===== config.mk =====
export PLATFORM = sky130hd
export DESIGN_NAME = fft_controller
export DESIGN_NICKNAME = d
export VERILOG_FILES = /design/src/rtl/fft_controller_pkg.sv /design/src/rtl/fft_delay_line.sv /design/src/rtl/fft_controller.sv
export SDC_FILE = /design/constraint.sdc
export NUM_CORES = 1
export LEC_CHECK = 0
export ABC_AREA = 1
export CAP_MARGIN = 20
export CORE_AREA = 2 2 140 142
export CTS_BUF_LIST = sky130_fd_sc_hd__clkbuf_16
export CTS_CLUSTER_DIAMETER = 60
export DETAILED_ROUTE_END_ITERATION = 16
export DIE_AREA = 0 0 142 144
export PLACE_DENSITY_LB_ADDON = 0.2
export SYNTH_ARGS = -nofsm -noshare
export SYNTH_HDL_FRONTEND = slang
export SYNTH_SLANG_ARGS = --single-unit

===== constraint.sdc =====
create_clock -name clk -period 6.75 [get_ports clk]
set_input_delay 1.35 -clock clk [delete_from_list [all_inputs] [get_ports clk]]
set_output_delay 1.35 -clock clk [all_outputs]
set_load 0.05 [all_outputs]

===== src/rtl/fft_controller_pkg.sv =====
// Shared types for the FFT sequencer: FSM state encoding.
package fft_controller_pkg;

  typedef enum logic [1:0] {
    IDLE  = 2'd0,
    RUN   = 2'd1,
    DRAIN = 2'd2,
    DONE  = 2'd3
  } fft_state_e;

endpackage


===== src/rtl/fft_delay_line.sv =====
// WIDTH x DEPTH shift register with async active-low clear.
module fft_delay_line #(
  parameter int WIDTH = 1,
  parameter int DEPTH = 1
) (
  input  logic             clk,
  input  logic             rst_n,
  input  logic [WIDTH-1:0] din,
  output logic [WIDTH-1:0] dout
);

  logic [WIDTH-1:0] pipe_q [DEPTH];

  always_ff @(posedge clk or negedge rst_n) begin
    if (!rst_n) begin
      for (int i = 0; i < DEPTH; i++) pipe_q[i] <= '0;
    end else begin
      pipe_q[0] <= din;
      for (int i = 1; i < DEPTH; i++) pipe_q[i] <= pipe_q[i-1];
    end
  end

  assign dout = pipe_q[DEPTH-1];

endmodule


===== src/rtl/fft_controller.sv =====
// In-place radix-2 DIT FFT sequencer: read/twiddle address generation per stage
// and a latency-matched write-back path.
//
// state | meaning
// IDLE  | waiting for start
// RUN   | one butterfly read per cycle, b = 0..FFT_SIZE/2-1
// DRAIN | no reads for PIPE cycles so the stage's writes land first
// DONE  | one-cycle done pulse
module fft_controller
  import fft_controller_pkg::*;
#(
  parameter int FFT_SIZE     = 4096,
  parameter int RD_LATENCY   = 1,
  parameter int BFLY_LATENCY = 5,
  localparam int ADDR_W      = $clog2(FFT_SIZE)
) (
  input  logic              clk,
  input  logic              rst_n,
  input  logic              start,
  output logic              busy,
  output logic              done,
  output logic              rd_en,
  output logic [ADDR_W-1:0] rd_addra,
  output logic [ADDR_W-1:0] rd_addrb,
  output logic [ADDR_W-2:0] twiddle_addr,
  output logic              wr_en,
  output logic [ADDR_W-1:0] wr_addra,
  output logic [ADDR_W-1:0] wr_addrb,
  output logic              scale
);

  localparam int LOG2N = ADDR_W;
  localparam int PIPE  = RD_LATENCY + BFLY_LATENCY;
  localparam int HALF  = FFT_SIZE / 2;
  localparam int S_W   = $clog2(LOG2N);
  localparam int CNT_W = $clog2(PIPE + 1);
  localparam int DL_W  = 2 * ADDR_W + 2;

  fft_state_e        state, state_nx;
  logic [S_W-1:0]    s, s_nx;
  logic [ADDR_W-2:0] b, b_nx;
  logic [CNT_W-1:0]  cnt, cnt_nx;

  logic [ADDR_W-1:0] b_ext, mask, addra_nx, addrb_nx;
  logic [ADDR_W-2:0] tw_nx;
  logic              run_nx;
  logic              rd_scale;
  logic [DL_W-1:0]   dl_out;

  always_comb begin
    state_nx = state;
    s_nx     = s;
    b_nx     = b;
    cnt_nx   = cnt;
    unique case (state)
      IDLE: begin
        if (start) begin
          state_nx = RUN;
          s_nx     = '0;
          b_nx     = '0;
        end
      end
      RUN: begin
        if (b == (ADDR_W-1)'(HALF - 1)) begin
          state_nx = DRAIN;
          cnt_nx   = CNT_W'(PIPE - 1);
        end else begin
          b_nx = b + 1'b1;
        end
      end
      DRAIN: begin
        if (cnt == '0) begin
          if (s == S_W'(LOG2N - 1)) begin
            state_nx = DONE;
          end else begin
            state_nx = RUN;
            s_nx     = s + 1'b1;
            b_nx     = '0;
          end
        end else begin
          cnt_nx = cnt - 1'b1;
        end
      end
      DONE: state_nx = IDLE;
      default: state_nx = IDLE;
    endcase
  end

  // (b & ~mask) << 1 is ((b >> s) << (s+1)) without needing an s+1 shift count.
  always_comb begin
    run_nx   = (state_nx == RUN);
    b_ext    = {1'b0, b_nx};
    mask     = (ADDR_W'(1) << s_nx) - ADDR_W'(1);
    addra_nx = ((b_ext & ~mask) << 1) | (b_ext & mask);
    addrb_nx = addra_nx | (ADDR_W'(1) << s_nx);
    tw_nx    = (b_nx & mask[ADDR_W-2:0]) << (S_W'(LOG2N - 1) - s_nx);
  end

  always_ff @(posedge clk or negedge rst_n) begin
    if (!rst_n) begin
      state        <= IDLE;
      s            <= '0;
      b            <= '0;
      cnt          <= '0;
      busy         <= 1'b0;
      done         <= 1'b0;
      rd_en        <= 1'b0;
      rd_addra     <= '0;
      rd_addrb     <= '0;
      twiddle_addr <= '0;
      rd_scale     <= 1'b0;
    end else begin
      state        <= state_nx;
      s            <= s_nx;
      b            <= b_nx;
      cnt          <= cnt_nx;
      busy         <= (state_nx != IDLE);
      done         <= (state_nx == DONE);
      rd_en        <= run_nx;
      rd_addra     <= run_nx ? addra_nx : '0;
      rd_addrb     <= run_nx ? addrb_nx : '0;
      twiddle_addr <= run_nx ? tw_nx : '0;
      rd_scale     <= run_nx & s_nx[0];
    end
  end

  fft_delay_line #(
    .WIDTH (DL_W),
    .DEPTH (PIPE)
  ) u_wr_delay (
    .clk   (clk),
    .rst_n (rst_n),
    .din   ({rd_en, rd_addra, rd_addrb, rd_scale}),
    .dout  (dl_out)
  );

  assign {wr_en, wr_addra, wr_addrb, scale} = dl_out;

endmodule


==> impl_metrics.csv <==
group,metric,value,unit
status,status,"completed",
synth,synth_enable_flop_cells,0,
worst_setup_path,cp_max_fo,11,
finish,final_cells,914,
worst_setup_path,critPathRequiredTime,7.12,ns
synth,ys_top_cells_by_area,"dfrtp_1, nand2_1, nand3_1",
clock_tree,htreeDepth,1,
sta,post-route-period-util,56.40,%
worst_setup_path,ff2ff_setup_slack,3.37,ns
placed_design,place_area,0.008212,sq mm
sta,fin_crit,3.807,ns
sta,setup_viol,0,
worst_setup_path,worstReg2RegStart,"state[0]",
power_and_ir_drop,cellLeakagePower,4.512,nW
global_route,grt_overflow_total,0,
synth,ys_seq_area_share,71.92,%
finish,fin_nets,670,
sta,max_slew_margin,28.59,%
power_and_ir_drop,total_power,0.003524,W
worst_hold_path,min_to,"u_wr_delay.pipe_q[111]",
synth,yosys.area.top_type_share,71.92,%
sta,timing.fmax,262.7,MHz
drt,wire_per_inst,15.14,um
drt,ant_nets,0,
sta,finalSetupTns,0,ns
floorplan,dieHeight,144,um
global_route,grt_first_pass_wirelength,22550,um
finish,finish.instance_area,0.008916,sq mm
synth,synth_area_leader_cell,"dfrtp_1",
synth,yosys_warnings,0,
floorplan,design.die.area,0.02045,sq mm
drt,vias_per_cell,4.651,
global_route,grt_pass1_vias,4310,
sta,hold_violations,0,
floorplan,start_util,39.21,%
global_route,antenna_found_initial,0,
clock_tree,clk_path_buf_depth,3,
placed_design,io_buffers,66,
synth,syn-num-nets,610,
floorplan,rows,51,
finish,n_antenna_cell,0,
worst_hold_path,hp-class,"reg2reg",
finish,final_common_cell,"dfrtp_1",
placed_design,dp_hpwl,9503,um
synth,syn_inst,602,
power_and_ir_drop,p_per_area,395.2,mW/mm^2
sta,grt_setup_unrepaired,"no",
drt,first_pass_iters,5,
floorplan,dieWidth,142,um
sta,skew,0.01111,ns
floorplan,io_pins,67,
clock_tree,clkTransAtPathRegs,0.06,ns
placed_design,placed_cells,875,
synth,ys_ff_latch,215,
synth,ys_types,49,
drt,totalWireLength,13840,um
clock_tree,hold_buffers,0,
global_route,track_usage,14.01,%
worst_hold_path,whs_path_depth,0,
synth,ys_async_sr_fraction,100.0,%
worst_setup_path,path_class,"in2reg",
drt,drtIter0Drc,228,
clock_tree,cts.sinks,215,
clock_tree,cts-root-buf,"clkbuf_16",
finish,syn_to_final_growth,19.18,%
worst_setup_path,cp.arrival,4.18,ns
flow_run,cap_viol_max_count,0,
placed_design,gp_congestion,0.8416,
finish,final_cell_mix,"dfrtp_1, nand2_1, clkdlybuf4s50_1, inv_1, nor2_1",
worst_hold_path,min_from,"u_wr_delay.pipe_q[137]",
finish,fill_cells,1710,
synth,synth-main-ff-cell,"dfrtp_1",
clock_tree,ctsResizeCount,0,
worst_setup_path,startpoint_type,"input pin",
drt,vias,4251,
worst_setup_path,worstReg2RegEnd,"twiddle_addr[8]",
power_and_ir_drop,peakVddDrop,208.5,uV
finish,fin_util,46.73,%
floorplan,core-area,0.01908,sq mm
finish,drive_gt1_share,13.02,%
synth,netlist_area,0.007481,sq mm
sta,maxSlewViolCount,0,
clock_tree,clk_latency,0.49,ns
worst_setup_path,reg2regPathDepth,22,
clock_tree,cts_tree,"built",
synth,syn_avg_cell_area,12.43,sq um
sta,tightestPinTransition,1.071,ns
worst_setup_path,endpoint_kind,"flop",
drt,drc,0,
global_route,grt_max_degree,148,
clock_tree,postCtsSetupBuffers,0,
clock_tree,cts_buffers,23,
[worst max path at each step]
| stage | end | from | slack (ns) | cells past startpoint |
|---|---|---|---|---|
| 2_1_floorplan | twiddle_addr[8] | start | 3.49 | 20 |
| 3_3_place_gp | rd_addrb[3] | start | 2.50 | 14 |
| 6_report | twiddle_addr[8] | start | 2.94 | 20 |
| 4_1_cts | rd_addrb[8] | start | 2.97 | 18 |
| 3_5_place_dp | rd_addrb[8] | start | 2.46 | 18 |
| 5_1_grt | twiddle_addr[8] | start | 2.65 | 22 |
[flip-flops by register name, summed over array words and instances, names as in the netlist, 2 cells and up]
signal / flops
rd_addrb: 12
b: 11
u_wr_delay.dout: 26
cnt: 3
u_wr_delay.pipe_q: 130
state: 2
twiddle_addr: 11
rd_addra: 12
s: 4
[where the power goes]
| part | switching, W | total [W] | internal (W) |
|---|---|---|---|
| sequential | 0.0000781 | 0.00154 | 0.00146 |
| combinational | 0.000609 | 0.000832 | 0.000223 |
| clock | 0.000461 | 0.00115 | 0.000692 |
[worst max-delay path, cell delays in order]
cell,delay [ns]
clkdlybuf4s50_1,0.45
inv_1,0.07
nand2_4,0.11
nand2_2,0.07
nand2_2,0.07
a21boi_4,0.49
nand2_4,0.15
nor2_1,0.19
inv_2,0.06
ha_1,0.26
inv_1,0.11
nor2_2,0.06
nand3_1,0.11
nand2_1,0.13
nand4_1,0.12
nand2_1,0.07
nor2_1,0.08
nor2_1,0.06
nor2_1,0.09
nor2_1,0.05
[final cells by class]
type / instances / area, sq um / share of cell area [%]
tap: 238 / 297.8 / 3.340
sequential: 215 / 5380 / 60.34
clock inverter: 16 / 128.9 / 1.445
timing repair buffer: 67 / 673.1 / 7.550
clock buffer: 23 / 575.6 / 6.455
inverter: 60 / 225.2 / 2.526
multi-input combinational: 295 / 1635 / 18.34
[routing by layer]
metal	share of wire, %	GRT usage (%)	vias up
met2	49	23.06	106
met5	0	0	-
met3	4.5	2.450	24
met4	2.1	4.316	0
met1	44	19.19	2110
li1	-	-	2011
[logic make-up after synthesis]
| logic type | synth area share, % |
|---|---|
| multiplexers | 0.1338 |
| adder cells (fa/ha/maj) | 0.8363 |
| buffers and inverters | 6.222 |
| flip-flops | 71.92 |
| AND/OR/NAND/NOR | 15.77 |
| AO/OA/AOI/OAI | 4.784 |
| XOR/XNOR | 0.3346 |
[metrics by stage]
step                      hold WS (ns)  setup slack [ns]
after global placement          0.3313             2.503
final                           0.3413             2.943
after global routing            0.3498             2.651
after CTS                       0.3443             2.972
after floorplan                 0.3312             3.485
after detailed placement        0.3347             2.464
[cell usage after synthesis (2+ instances only)]
master,count
nand3_1,40
nor2_1,41
a21oi_1,20
o21ai_0,5
nand2_2,9
nor3_2,3
nand2_4,9
o21ai_1,2
nand3b_1,3
nor2_2,8
nand3_2,2
buf_6,2
nor3_1,3
buf_2,3
nand4_1,6
nor2_8,3
ha_1,5
nand2_1,104
clkbuf_1,2
dfrtp_1,215
o211ai_1,3
and2_1,2
a21oi_2,2
o21bai_1,3
a22oi_1,2
inv_2,11
buf_4,24
inv_1,49
Note: power is estimated with default switching activity, not from simulation.
